$ cat config.mk
export PLATFORM = sky130hd
export DESIGN_NAME = reg_file_mp
export DESIGN_NICKNAME = d
export VERILOG_FILES = /design/src/rtl/reg_file_mp.sv
export SDC_FILE = /design/constraint.sdc
export NUM_CORES = 2
export LEC_CHECK = 0
export CAP_MARGIN = 20
export CORE_AREA = 2 2 435 308
export DETAILED_ROUTE_END_ITERATION = 10
export DIE_AREA = 0 0 437 310
export GPL_TIMING_DRIVEN = 0
export PLACE_DENSITY = 0.61
export SLEW_MARGIN = 0
export SYNTH_ARGS = -nofsm -noshare
export SYNTH_HDL_FRONTEND = slang
export SYNTH_SLANG_ARGS = --single-unit
$ cat constraint.sdc
create_clock -name clk -period 10.4 [get_ports clk]
set_input_delay 3.12 -clock clk [delete_from_list [all_inputs] [get_ports clk]]
set_output_delay 3.12 -clock clk [all_outputs]
set_load 0.02 [all_outputs]
$ cat src/rtl/reg_file_mp.sv
// reg_file_mp: multi-port register file between decode and execute.
// Source addresses and decode sideband are captured on each cycle and
// presented one cycle later as operand data, a hazard flag and the payload.
// Writeback ports update the bank and retire busy bits in the scoreboard.
module reg_file_mp #(
   parameter int unsigned XLEN     = 32,
   parameter int unsigned REG_NUM  = 32,
   parameter int unsigned NRD      = 2,
   parameter int unsigned NWR      = 1,
   parameter int unsigned ZERO_REG = 1,
   parameter int unsigned BYPASS   = 1,
   parameter int unsigned FUR_W    = 48,
   localparam int unsigned AW      = $clog2(REG_NUM)
) (
   input  logic                  clk,
   input  logic                  arstn,
   input  logic                  stall_i,
   input  logic                  flush_i,
   input  logic                  in_valid_i,
   input  logic [NRD*AW-1:0]     rd_addr_i,
   input  logic                  rsv_valid_i,
   input  logic [AW-1:0]         rsv_addr_i,
   input  logic [FUR_W-1:0]      fur_i,
   output logic [NRD*XLEN-1:0]   rd_data_o,
   output logic                  hazard_o,
   output logic                  valid_o,
   output logic [FUR_W-1:0]      fur_o,
   input  logic [NWR-1:0]        wr_valid_i,
   input  logic [NWR*AW-1:0]     wr_addr_i,
   input  logic [NWR*XLEN-1:0]   wr_data_i
);

   // ------------------------------------------------------------------
   // State
   // ------------------------------------------------------------------
   logic [XLEN-1:0]    bank_q [REG_NUM];
   logic [XLEN-1:0]    bank_d [REG_NUM];
   logic [REG_NUM-1:0] busy_q;
   logic [REG_NUM-1:0] busy_d;
   logic [AW-1:0]      addr_q [NRD];
   logic [AW-1:0]      addr_d [NRD];
   logic [FUR_W-1:0]   fur_q;
   logic [FUR_W-1:0]   fur_d;
   logic               valid_q;
   logic               valid_d;

   // ------------------------------------------------------------------
   // Combinational helpers
   // ------------------------------------------------------------------
   logic               accept_c;
   logic [REG_NUM-1:0] wr_clr_c;
   logic [XLEN-1:0]    rd_word_c [NRD];
   logic [NRD-1:0]     rd_busy_c;

   // True when the address names the hard-wired zero register.
   function automatic logic is_zero_reg(input logic [AW-1:0] a);
      return (ZERO_REG != 0) && (a == '0);
   endfunction

   // An instruction enters the pipeline only when it is real and not held or killed.
   assign accept_c = in_valid_i & ~stall_i & ~flush_i;

   // One-hot set of registers retired by a write this cycle (reg 0 excluded when hard-wired).
   always_comb begin
      wr_clr_c = '0;
      for (int unsigned j = 0; j < NWR; j++) begin
         if (wr_valid_i[j]) begin
            wr_clr_c[wr_addr_i[j*AW +: AW]] = 1'b1;
         end
      end
      if (ZERO_REG != 0) begin
         wr_clr_c[0] = 1'b0;
      end
   end

   // Bank update; later ports overwrite earlier ones so the highest port wins.
   always_comb begin
      bank_d = bank_q;
      for (int unsigned j = 0; j < NWR; j++) begin
         if (wr_valid_i[j] && !is_zero_reg(wr_addr_i[j*AW +: AW])) begin
            bank_d[wr_addr_i[j*AW +: AW]] = wr_data_i[j*XLEN +: XLEN];
         end
      end
   end

   // Scoreboard update; a reservation in the same cycle as a retire keeps the bit set.
   always_comb begin
      busy_d = busy_q & ~wr_clr_c;
      if (accept_c && rsv_valid_i) begin
         busy_d[rsv_addr_i] = 1'b1;
      end
      if (ZERO_REG != 0) begin
         busy_d[0] = 1'b0;
      end
   end

   // Capture stage: addresses and payload hold under stall, valid becomes a bubble.
   always_comb begin
      valid_d = accept_c;
      fur_d   = stall_i ? fur_q : fur_i;
      for (int unsigned k = 0; k < NRD; k++) begin
         addr_d[k] = stall_i ? addr_q[k] : rd_addr_i[k*AW +: AW];
      end
   end

   // Per-port operand lookup with optional write forwarding; the zero register overrides all.
   always_comb begin
      for (int unsigned k = 0; k < NRD; k++) begin
         rd_word_c[k] = bank_q[addr_q[k]];
         rd_busy_c[k] = busy_q[addr_q[k]];
         if (BYPASS != 0) begin
            for (int unsigned j = 0; j < NWR; j++) begin
               if (wr_valid_i[j] && (wr_addr_i[j*AW +: AW] == addr_q[k])) begin
                  rd_word_c[k] = wr_data_i[j*XLEN +: XLEN];
               end
            end
            if (wr_clr_c[addr_q[k]]) begin
               rd_busy_c[k] = 1'b0;
            end
         end
         if (is_zero_reg(addr_q[k])) begin
            rd_word_c[k] = '0;
            rd_busy_c[k] = 1'b0;
         end
      end
   end

   // Pack operand words onto the flat output bus.
   always_comb begin
      rd_data_o = '0;
      for (int unsigned k = 0; k < NRD; k++) begin
         rd_data_o[k*XLEN +: XLEN] = rd_word_c[k];
      end
   end

   // Hazard only matters for a live instruction.
   assign hazard_o = valid_q & (|rd_busy_c);
   assign valid_o  = valid_q;
   assign fur_o    = fur_q;

   // State registers; reset wipes bank, scoreboard and pipeline immediately.
   always_ff @(posedge clk or negedge arstn) begin
      if (!arstn) begin
         bank_q  <= '{default: '0};
         busy_q  <= '0;
         addr_q  <= '{default: '0};
         fur_q   <= '0;
         valid_q <= 1'b0;
      end else begin
         bank_q  <= bank_d;
         busy_q  <= busy_d;
         addr_q  <= addr_d;
         fur_q   <= fur_d;
         valid_q <= valid_d;
      end
   end

endmodule

==> results_dict.tcl <==
set metrics [dict create \
    status "finished with violations" \
    violations "setup timing" \
    cts_root_buf "clkbuf_16" \
    wl_met1_mm 95.84 \
    max_freq_mhz 95.55 \
    leakage_nw 29.12 \
    cp_data_arrival_time_ns 7.35 \
    dr_wl_met3_mm 36.78 \
    die_area_mm2 0.1355 \
    yosys-top-cells-area "dfrtp_1 (47%), mux4_2 (25%), mux2_2 (20%)" \
    ir_drop_mv 0.1577 \
    max-cap-violations 0 \
    fin_skew_ns 0 \
    slowest_delay_ns 0.88 \
    rsz0062_at_grt "false" \
    dp_hpwl_mm 172.0 \
    p_per_area_mw_per_mm2 203.2 \
    worstMarginPinSlew_ns 1.393 \
    wl_met2_mm 97.77 \
    cts_buffers 116 \
    clkSinkCount 1114 \
    num_vias 41290 \
    nFillCells 11030 \
    highest_layer "met5" \
    critPathMaxFanout 11 \
    r2r_slack_ns 7.22 \
    cp.required_ns 7.28 \
    period_minus_slack_ns 10.47 \
    nets 4272 \
    hold_path_end "bank_q[999]" \
    seq_area_frac_synth_pct 47.43 \
    r2r-start "addr_q[4]" \
    wl_per_cell_um 40.34 \
    critPathKind "primary input to output port" \
    cts_tree "built" \
    synth_warnings 0 \
    floorplan.initialDensity_pct 44.61 \
    syn_to_final_growth_pct 17.49 \
    firstDrtPassIters 6 \
    port_buffers 213 \
    core_area_mm2 0.1317 \
    grt.overflow.total 0 \
    post_drt_via_cell_ratio 6.835 \
    ant_nets 0 \
    worstHoldPathCells 1 \
    end_kind "output port" \
    rows 112 \
    ys_types 56 \
    slowest_stage "clkbuf_1" \
    slew_headroom_pct 6.782 \
    gr-usage-all-layers_pct 35.92 \
    finalMaxSlewViolations 0 \
    min_path_type "flop to flop" \
    synth_top_cell_area_share_pct 47.43 \
    grt_antenna_before_repair 8 \
    grt_max_degree 157 \
    pin_count 221 \
    min_from "bank_q[999]" \
    drt_iter0_markers 5630 \
    die_w_um 437 \
    place_area_mm2 0.06495 \
    syn_avg_cell_area_um2 15.78 \
    place_congestion 0.9527 \
    period_share_pct 100.6 \
    synth-edff-count 0 \
    async_flop_share_pct 100.0 \
    grt_pass1_wl_mm 330.4 \
    synth_area_leader_cell "dfrtp_1" \
    netlist_instances 3724 \
    hold_slack_ns 0.4791 \
    drc_errors 0 \
    first_global_vias 39520 \
    setup_viol 3 \
    ys_ff_latch 1114 \
    drive_gt1_share_pct 49.99 \
    netlist_area_mm2 0.05877 \
    critPathLaunchType "primary input" \
    hold_viol_final 0 \
    fin_ws_ns -0.06562 \
    wirelength_mm 243.7 \
    rr_worst_depth 4 \
    clock_path_buffers 3 \
    final_area_mm2 0.06905 \
    r2r_end "addr_q[4]" \
    clk_pin_slew_ns 0.07 \
    die_y_um 310 \
    cts.htree.levels 3 \
    clkLatencyLatePin_ns 0.76 \
    mappedNetlistNets 3831 \
    crit_chain "clkdlybuf4s50_1 -> xnor2_1 -> nand3_1 -> or3_1 -> clkbuf_1 -> clkbuf_1 -> o21ai_0 -> a21oi_1 -> clkdlybuf4s50_1" \
    synth_flop_cell "dfrtp_1" \
]
==> sequential cells by signal, summed over array words and instances, names as in the netlist <==
register / count
fur_o: 48
bank_q: 1024
addr_q: 10
busy_q: 31
valid_o: 1
==> synthesized netlist by cell type (all sizes together) (3+ instances only) <==
library cell	instances
clkbuf	275
xor2	4
o211ai	4
nor2	65
nand2b	4
mux2	1053
inv	12
buf	152
nor2b	7
mux2i	46
nand2	89
nand3	10
o21ai	77
and3b	3
a21oi	38
nand4	5
and3	25
a32o	3
mux4	646
or3	3
xnor2	6
o22ai	10
nand3b	8
dfrtp	1114
nor3	28
o41ai	3
or2	4
==> metal layers <==
metal | up-vias | global-route usage [%]
met5 | - | 0
met4 | 2 | 16.60
met3 | 691 | 17.51
met2 | 3044 | 47.94
met1 | 22210 | 48.97
li1 | 15340 | -
==> report_power, final <==
| group | internal, mW | switching (mW) | total [mW] | leakage [nW] |
|---|---|---|---|---|
| sequential | 5.13 | 0.560 | 5.68 | 14.2 |
| combinational | 2.08 | 1.87 | 3.94 | 12.9 |
| clock | 2.50 | 1.90 | 4.41 | 1.97 |
==> per-stage QoR <==
step	std cells	util [%]	total power [mW]	setup TNS [ns]	setup slack (ns)
after floorplan	3724	-	8.029	0	2.360
after global placement	5704	47.91	9.467	-	-46.35
after detailed placement	5806	49.31	9.571	-2.497	-0.3291
after CTS	6023	52.34	13.93	0	0.1480
after global routing	6031	52.40	14.44	0	0.005022
final	6041	52.42	14.03	-0.1591	-0.06562
==> how the worst max path moves through the flow <==
stage	startpoint	to	slack, ns	cells past startpoint
after CTS	wr_addr_i[1]	rd_data_o[14]	0.15	9
final	wr_addr_i[1]	rd_data_o[0]	-0.07	9
after floorplan	wr_addr_i[2]	rd_data_o[55]	2.36	8
after global routing	wr_addr_i[0]	rd_data_o[46]	0.005	10
after global placement	arstn	bank_q[732]	-46.35	1
after detailed placement	wr_addr_i[0]	rd_data_o[46]	-0.33	8
==> layout by cell type (no fill, tap or decap), types with 27 or more instances in the layout <==
cell type        count
a21oi_1             38
buf_1               53
buf_2               88
buf_8               85
clkbuf_1           276
clkbuf_16          119
clkbuf_8            37
clkdlybuf4s50_1    212
dfrtp_1           1114
mux2_2            1049
mux2i_1             46
mux4_2             646
nand2_1             89
nor2_1              65
nor3_1              27
o21ai_0             63
==> cell type report <==
type | count | area [um2] | area share [%]
multi-input cells | 2171 | 29120 | 42.17
clock inverters | 38 | 395.4 | 0.5726
diodes | 13 | 32.53 | 0.04711
flip-flops and latches | 1114 | 27880 | 40.37
repair buffers | 323 | 4030 | 5.837
plain buffers | 427 | 1782 | 2.580
clock buffers | 176 | 3562 | 5.159
inverters | 12 | 45.04 | 0.06523
well taps | 1767 | 2211 | 3.202
==> worst max-delay path, delay by kind of cell <==
kind / cells / cell delay (ns)
XOR/XNOR: 1 / 0.17
buffers and inverters: 4 / 3.12
AND/OR/NAND/NOR: 2 / 0.33
AO/OA/AOI/OAI: 2 / 0.58
==> logic make-up after synthesis <==
logic type | share of synthesized area, %
xor gates and xnor gates | 0.1490
buffers and inverters | 3.032
and+or+nand+nor | 2.155
DFF | 47.43
muxes | 45.72
AOI/OAI and AO/OA | 1.514
==> what timing repair did <==
action	in CTS	in global routing
hold endpoints to repair	0	0
resized for setup	0	3
hold buffers	0	0
endpoints found under the setup margin	15	2
buffers inserted	3	0
pin swaps	1	0
Note: power is estimated with default switching activity, not from simulation.
